`src/rtl/secuenciador_carga.sv`:
```
// Steps an operand/opcode/execute/show load sequence from a debounced "next" button.
// Strobe is registered: it appears DEB_CYCLES+3 edges after a clean press; clr forces CARGA_A.
module secuenciador_carga #(
  parameter int unsigned DEB_CYCLES = 500000
) (
  input  logic       clk,
  input  logic       rst,
  input  logic       btn,
  input  logic       clr,
  output logic       enA,
  output logic       enB,
  output logic       enO,
  output logic       enS,
  output logic [2:0] paso
);

  localparam int unsigned CW = $clog2(DEB_CYCLES + 1);
  localparam logic [CW-1:0] DEB_LAST = CW'(DEB_CYCLES - 1);

  localparam logic [2:0] CARGA_A = 3'd0;
  localparam logic [2:0] CARGA_B = 3'd1;
  localparam logic [2:0] CARGA_O = 3'd2;
  localparam logic [2:0] EJEC    = 3'd3;
  localparam logic [2:0] MUESTRA = 3'd4;

  logic          btn_s1_q, btn_s2_q;
  logic          clr_s1_q, clr_s2_q;
  logic [CW-1:0] deb_cnt_q, deb_cnt_d;
  logic          btn_deb_q, btn_deb_d;
  logic          btn_deb_prev_q;
  logic          press;
  logic [2:0]    state_q, state_d;
  logic          en_a_q, en_a_d;
  logic          en_b_q, en_b_d;
  logic          en_o_q, en_o_d;
  logic          en_s_q, en_s_d;

  always_ff @(posedge clk or posedge rst) begin
    if (rst) begin
      btn_s1_q <= 1'b0;
      btn_s2_q <= 1'b0;
      clr_s1_q <= 1'b0;
      clr_s2_q <= 1'b0;
    end else begin
      btn_s1_q <= btn;
      btn_s2_q <= btn_s1_q;
      clr_s1_q <= clr;
      clr_s2_q <= clr_s1_q;
    end
  end

  // Count consecutive disagreeing edges; the level flips on the DEB_CYCLES-th one.
  always_comb begin
    deb_cnt_d = '0;
    btn_deb_d = btn_deb_q;
    if (btn_s2_q != btn_deb_q) begin
      if (deb_cnt_q == DEB_LAST) begin
        btn_deb_d = btn_s2_q;
      end else begin
        deb_cnt_d = deb_cnt_q + CW'(1);
      end
    end
  end

  always_ff @(posedge clk or posedge rst) begin
    if (rst) begin
      deb_cnt_q      <= '0;
      btn_deb_q      <= 1'b0;
      btn_deb_prev_q <= 1'b0;
    end else begin
      deb_cnt_q      <= deb_cnt_d;
      btn_deb_q      <= btn_deb_d;
      btn_deb_prev_q <= btn_deb_q;
    end
  end

  assign press = btn_deb_q & ~btn_deb_prev_q;

  always_comb begin
    state_d = state_q;
    en_a_d  = 1'b0;
    en_b_d  = 1'b0;
    en_o_d  = 1'b0;
    en_s_d  = 1'b0;
    if (clr_s2_q) begin
      state_d = CARGA_A;
    end else begin
      case (state_q)
        CARGA_A: begin
          if (press) begin
            en_a_d  = 1'b1;
            state_d = CARGA_B;
          end
        end
        CARGA_B: begin
          if (press) begin
            en_b_d  = 1'b1;
            state_d = CARGA_O;
          end
        end
        CARGA_O: begin
          if (press) begin
            en_o_d  = 1'b1;
            state_d = EJEC;
          end
        end
        // One-cycle execute slot; a press landing here is dropped.
        EJEC: begin
          en_s_d  = 1'b1;
          state_d = MUESTRA;
        end
        MUESTRA: begin
          if (press) begin
            state_d = CARGA_A;
          end
        end
        default: begin
          state_d = CARGA_A;
        end
      endcase
    end
  end

  always_ff @(posedge clk or posedge rst) begin
    if (rst) begin
      state_q <= CARGA_A;
      en_a_q  <= 1'b0;
      en_b_q  <= 1'b0;
      en_o_q  <= 1'b0;
      en_s_q  <= 1'b0;
    end else begin
      state_q <= state_d;
      en_a_q  <= en_a_d;
      en_b_q  <= en_b_d;
      en_o_q  <= en_o_d;
      en_s_q  <= en_s_d;
    end
  end

  assign enA  = en_a_q;
  assign enB  = en_b_q;
  assign enO  = en_o_q;
  assign enS  = en_s_q;
  assign paso = state_q;

endmodule

```
`config.mk`:
```
export PLATFORM = sky130hd
export DESIGN_NAME = secuenciador_carga
export DESIGN_NICKNAME = d
export VERILOG_FILES = /design/src/rtl/secuenciador_carga.sv
export SDC_FILE = /design/constraint.sdc
export NUM_CORES = 1
export LEC_CHECK = 0
export ABC_AREA = 0
export BUFFER_PORTS_ARGS = -buffer_cell sky130_fd_sc_hd__buf_2
export CAP_MARGIN = 10
export CORE_UTILIZATION = 43
export CTS_BUF_LIST = sky130_fd_sc_hd__clkbuf_16
export CTS_CLUSTER_DIAMETER = 30
export DETAILED_ROUTE_END_ITERATION = 12
export PLACE_DENSITY = 0.74
export SLEW_MARGIN = 20
export SYNTH_ARGS = -nofsm -noshare
export SYNTH_HDL_FRONTEND = slang
export SYNTH_SLANG_ARGS = --single-unit
```
`constraint.sdc`:
```
create_clock -name clk -period 2.15 [get_ports clk]
set_input_delay 0.1075 -clock clk [delete_from_list [all_inputs] [get_ports clk]]
set_output_delay 0.1075 -clock clk [all_outputs]
set_load 0.05 [all_outputs]
```
==> results of run 1 <==
## state kept, by name, indices dropped and copies added, names as in the netlist
| signal | cells |
|---|---|
| btn_deb_q | 1 |
| enS | 1 |
| btn_deb_prev_q | 1 |
| enO | 1 |
| btn_s2_q | 1 |
| enA | 1 |
| deb_cnt_q | 19 |
| clr_s1_q | 1 |
| paso | 3 |
| enB | 1 |
| clr_s2_q | 1 |
| btn_s1_q | 1 |
## where the power goes
| group | internal (mW) | total [mW] | switching [mW] |
|---|---|---|---|
| sequential | 0.612 | 0.619 | 0.00749 |
| combinational | 0.0171 | 0.0406 | 0.0234 |
| clock | 0.419 | 0.652 | 0.232 |
## worst paths after layout
path	end	slack, ns	cells past startpoint
max	btn_deb_q$_DFFE_PP0P_	0.07	4
min	clr_s2_q$_DFF_PP0_	0.35	0
max reg2reg	btn_deb_q$_DFFE_PP0P_	0.07	4
min reg2reg	clr_s2_q$_DFF_PP0_	0.35	0
max in group asynchronous	deb_cnt_q[15]$_DFF_PP0_	1.39	4
min in group asynchronous	deb_cnt_q[5]$_DFF_PP0_	0.47	4
## critical path: stages, from the launching register on
cell	delay (ns)
dfrtp_1	0.37
or4b_1	0.52
or4_4	0.57
nor2_1	0.16
mux2_2	0.35
## routing by layer
metal | track usage [%] | share of wire, % | vias to the layer above
li1 | - | - | 518
met1 | 22.2 | 44 | 481
met2 | 26.6 | 49 | 22
met3 | 5.90 | 4.5 | 4
met5 | 0 | 0 | -
met4 | 7.48 | 1.7 | 0
## Yosys cell counts, types with 2 or more instances
library cell,count,area (um^2)
nor4_1,4,25.0
nand2b_1,2,12.5
or4b_1,2,20.0
a21oi_1,4,20.0
or3_1,2,12.5
inv_1,5,18.8
xnor2_1,13,114
nand3_1,7,35.0
nand4_1,5,31.3
mux2_2,2,22.5
dfrtp_1,32,801
nor2_1,25,93.8
nor3_1,7,35.0
xor2_1,2,17.5
and3_1,2,12.5
nand2_1,4,15.0
## final cells by class
cell class	instances	share of cell area, %
Tap cell	44	3.11
Clock inverter	3	0.849
Inverter	5	1.06
Multi-Input combinational cell	93	32.7
Clock buffer	5	7.07
Timing Repair Buffer	24	9.90
Sequential cell	32	45.3
## kinds of logic (layout without fill, tap and decap cells)
logic type,after synthesis,count (layout)
simple gates,66,66
mux,3,3
buf+inv,6,37
compound gates,8,8
flops,32,32
xor+xnor,15,15
fa+ha+maj,1,1
## timing repair
item | CTS | global route
setup endpoints to repair | 0 | 4
endpoints found under the hold margin | 34 | 0
hold buffers | 3 | 0
buffers inserted | 0 | 1
gates resized for setup | 0 | 0
==> metrics.cfg, run 1 <==
[yosys]
synth_edf_count=0
syn_nets=136
ys_ff_latch=32
synth_fa_ha_area_share_pct=0.887
ys.flop_type=dfrtp_1
synth_area_mm2=0.00141
synth-seq-area-share_pct=56.8
synthMuxAreaShare_pct=2.31
ys_types=29
synthArstFlopShare_pct=100
synth_warnings=0
synth_top_family_by_area=simple AND/OR/NAND/NOR gates
syn_inst=131
yosys.area_share.xor_xnor_pct=9.32
synthSimpleGateAreaFrac_pct=24.5
avgSynthCellArea_um2=10.8
synth_compound_area_share_pct=4.08

[worst_hold_path]
hold_class=reg2reg
min_from=clr_s1_q$_DFF_PP0_

[sta]
post-route-min-period_ns=2.08
finalSetupTns_ns=0
fin_skew_ns=0.00499
rsz0062_at_grt=no
slew_violations=0
final.setup.worst_slack_ns=0.0700
tightest_slew_ns=0.400
final-setup-viol-count=0
period_share_pct=96.7
hold_viol=0
timing.fmax_ghz=0.481
holdWs_ns=0.348
slew_headroom_pct=73.3

[grt]
grt_antenna_before_repair=0
grt_usage_pct=17.3
grt_pass1_vias=1019
grt_pass1_wl_mm=4.42
grt_max_degree=33
grt-ovfl-total=0

[power]
p_leak_nw=0.756
peakVddDrop_v=0.000525
power_mw=1.31
power_density_mw_per_mm2=741

[detailed_routing]
wl_per_cell_um=12.6
wirelength_mm=2.59
first_iter_violations=27
drt_first_pass_iters=4
ant_nets=0
drc_errors=0
vias_per_cell=4.98
vias=1025

[clocking]
htree_levels=2
clockRootBuffer=clkbuf_16
clock_path_buffers=2
cts_buffers=5
clock_latency_ns=0.27
cts_tree=yes
clkTransAtPathRegs_ns=0.05
cts.sinks=32

[floorplanning]
rows=20
die-area_mm2=0.00351
boundaryPins=11
die_h_um=59.3
initial_core_util_pct=45.8
core_area_mm2=0.00308
die_w_um=59.3

[layout]
seqCellArea_um2=801
drive_above_1_share_pct=19.8
fin_nets=166
final_cell_mix=dfrtp_1 (32), nor2_1 (25), xnor2_1 (13)
final_area_mm2=0.00177
n_antenna_cell=0
final_cells=206
postLayoutCoreUtil_pct=57.5
multi_input_area_um2=579
n_fill_cell=257
final_common_cell=dfrtp_1
area.growth.synth_to_final_pct=25.5

[worst_setup_path]
start_kind=flop
cp.arrival_ns=2.23
critPathRequiredTime_ns=2.30
critPathKind=reg2reg
end_kind=flop
path_max_fanout=2
r2r-start=deb_cnt_q[14]$_DFF_PP0_
startpoint=deb_cnt_q[14]$_DFF_PP0_

[placed_design]
preCtsSetupSlack_ns=0.0556
port-buffer-count=10
gp_congestion=0.825
dpl.cell_count=194
hpwl_mm=1.79
placed_area_mm2=0.00158

[status]
status=finished, final reports clean

[flow_run]
cap_viol_max_count=0

(Power assumes the default switching activity.)
==> inputs of run 2 (changes only) <==
Settings changed: RECOVER_POWER set to 100.
==> run 2 against run 1 <==
Net effect:
- total power is essentially flat
- routed wire length grew 0.58%
- combinational power shrank 1%
==> metrics.cfg, run 2 (synthesis gave the netlist of run 1 again) <==
[placed_design]
port-buffer-count=10
preCtsSetupSlack_ns=0.0556
hpwl_mm=1.79
gp_congestion=0.825

[layout]
final_common_cell=dfrtp_1
fin_nets=166
n_fill_cell=261
largest-register=deb_cnt_q
final_cell_mix=dfrtp_1 (32), nor2_1 (25), xnor2_1 (13)
n_antenna_cell=0
largest_reg_flops=19
seqCellArea_um2=801
drive_above_1_share_pct=15.4
area.growth.synth_to_final_pct=24.7
multi_input_area_um2=579

[grt]
grt_max_degree=33
grt_antenna_before_repair=0
grt_usage_pct=17.3
grt_pass1_wl_mm=4.42
grt_pass1_vias=1019
grt-ovfl-total=0

[floorplanning]
rows=20
die-area_mm2=0.00351
die_h_um=59.3
die_w_um=59.3
initial_core_util_pct=45.8
boundaryPins=11
core_area_mm2=0.00308

[sta]
final-setup-viol-count=0
slew_headroom_pct=47.8
hold_viol=0
tightest_slew_ns=0.783
rsz0062_at_grt=no
post-route-min-period_ns=2.08
period_share_pct=96.8
slew_violations=0
holdWs_ns=0.348
fin_skew_ns=0.00474
timing.fmax_ghz=0.481
finalSetupTns_ns=0
final.setup.worst_slack_ns=0.0696

[worst_hold_path]
min_path_cells=0
hold_class=reg2reg

[worst_setup_path]
path_max_fanout=2
r2r_cells=4
cpPeakStageDelay_ns=0.57
endpoint=btn_deb_q$_DFFE_PP0P_
critPathRequiredTime_ns=2.30
startpoint=deb_cnt_q[14]$_DFF_PP0_
crit_chain=or4b_1, or4_4, nor2_1, mux2_2
critPathKind=reg2reg
start_kind=flop
r2r_end=btn_deb_q$_DFFE_PP0P_
r2r-start=deb_cnt_q[14]$_DFF_PP0_
reg2reg_slack_ns=0.07
end_kind=flop
crit_slowest_cell=or4_4
cp.arrival_ns=2.23

[detailed_routing]
vias=1041
ant_nets=0
drt_first_pass_iters=4
drc_errors=0
vias_per_cell=5.05
first_iter_violations=25
wl_per_cell_um=12.6
wirelength_mm=2.60

[clocking]
clock_latency_ns=0.27
cts_tree=yes
cts.sinks=32
clockRootBuffer=clkbuf_16
htree_levels=2
clock_path_buffers=2
cts_buffers=5
clkTransAtPathRegs_ns=0.05

[status]
status=finished, final reports clean

[power]
p_leak_nw=0.725
peakVddDrop_v=0.000525
power_density_mw_per_mm2=746

[flow_run]
cap_viol_max_count=0

run 2: cell count changes in the layout (fill, tap and decap cells not counted), sizes merged:
| cell | before | now |
|---|---|---|
| buf | 21 | 13 |
| clkbuf | 5 | 13 |
run 2: layout make-up:
cell class,instances,share of cell area [%]
tap,44,3.13
inverter,5,1.07
clock buffer,5,7.12
sequential,32,45.6
clock inverter,3,0.854
multi-input combinational,93,33.0
timing repair buffer,24,9.32
run 2: worst min-delay path by stage:
stage,start,end,slack (ns)
floorplan,btn,btn_s1_q$_DFF_PP0_,0.14
global placement,rst,deb_cnt_q[3]$_DFF_PP0_,0.20
detailed placement,rst,deb_cnt_q[9]$_DFF_PP0_,0.21
CTS,clr_s1_q$_DFF_PP0_,clr_s2_q$_DFF_PP0_,0.35
global route,clr_s1_q$_DFF_PP0_,clr_s2_q$_DFF_PP0_,0.35
finish,clr_s1_q$_DFF_PP0_,clr_s2_q$_DFF_PP0_,0.35
run 2: power by group:
| part | switching (mW) | total [mW] | internal [mW] | leakage (nW) |
|---|---|---|---|---|
| clock | 0.233 | 0.652 | 0.419 | 0.0687 |
| sequential | 0.00751 | 0.619 | 0.612 | 0.435 |
| combinational | 0.0236 | 0.0401 | 0.0165 | 0.221 |
run 2: metal layers:
metal | vias up | global-route usage [%] | wire (um)
met1 | 493 | 22.2 | 1130
met3 | 4 | 5.90 | 142
met2 | 27 | 26.6 | 1290
li1 | 517 | - | -
met4 | 0 | 7.48 | 44
met5 | - | 0 | 0
run 2: what timing repair did:
action,4_1_cts,5_1_grt
resized for setup,0,0
setup buffers,0,1
endpoints found under the setup margin,0,4
hold buffers,3,0
hold endpoints to repair,34,0
run 2: stage by stage:
| stage | area (um^2) | std cells | power [mW] | utilization [%] |
|---|---|---|---|---|
| final | 1760 | 206 | 1.31 | 57.1 |
| after detailed placement | 1580 | 194 | 0.662 | 51.3 |
| after floorplan | 1410 | 131 | 0.652 | - |
| after global routing | 1760 | 206 | 1.36 | 57.1 |
| after global placement | 1580 | 194 | 0.660 | 51.3 |
| after CTS | 1750 | 205 | 1.32 | 56.8 |
run 2: critical path, delay by kind of cell, from the launching register on:
kind             cells  cell delay, ns
DFF                  1            0.37
muxes                1            0.35
and+or+nand+nor      3            1.25
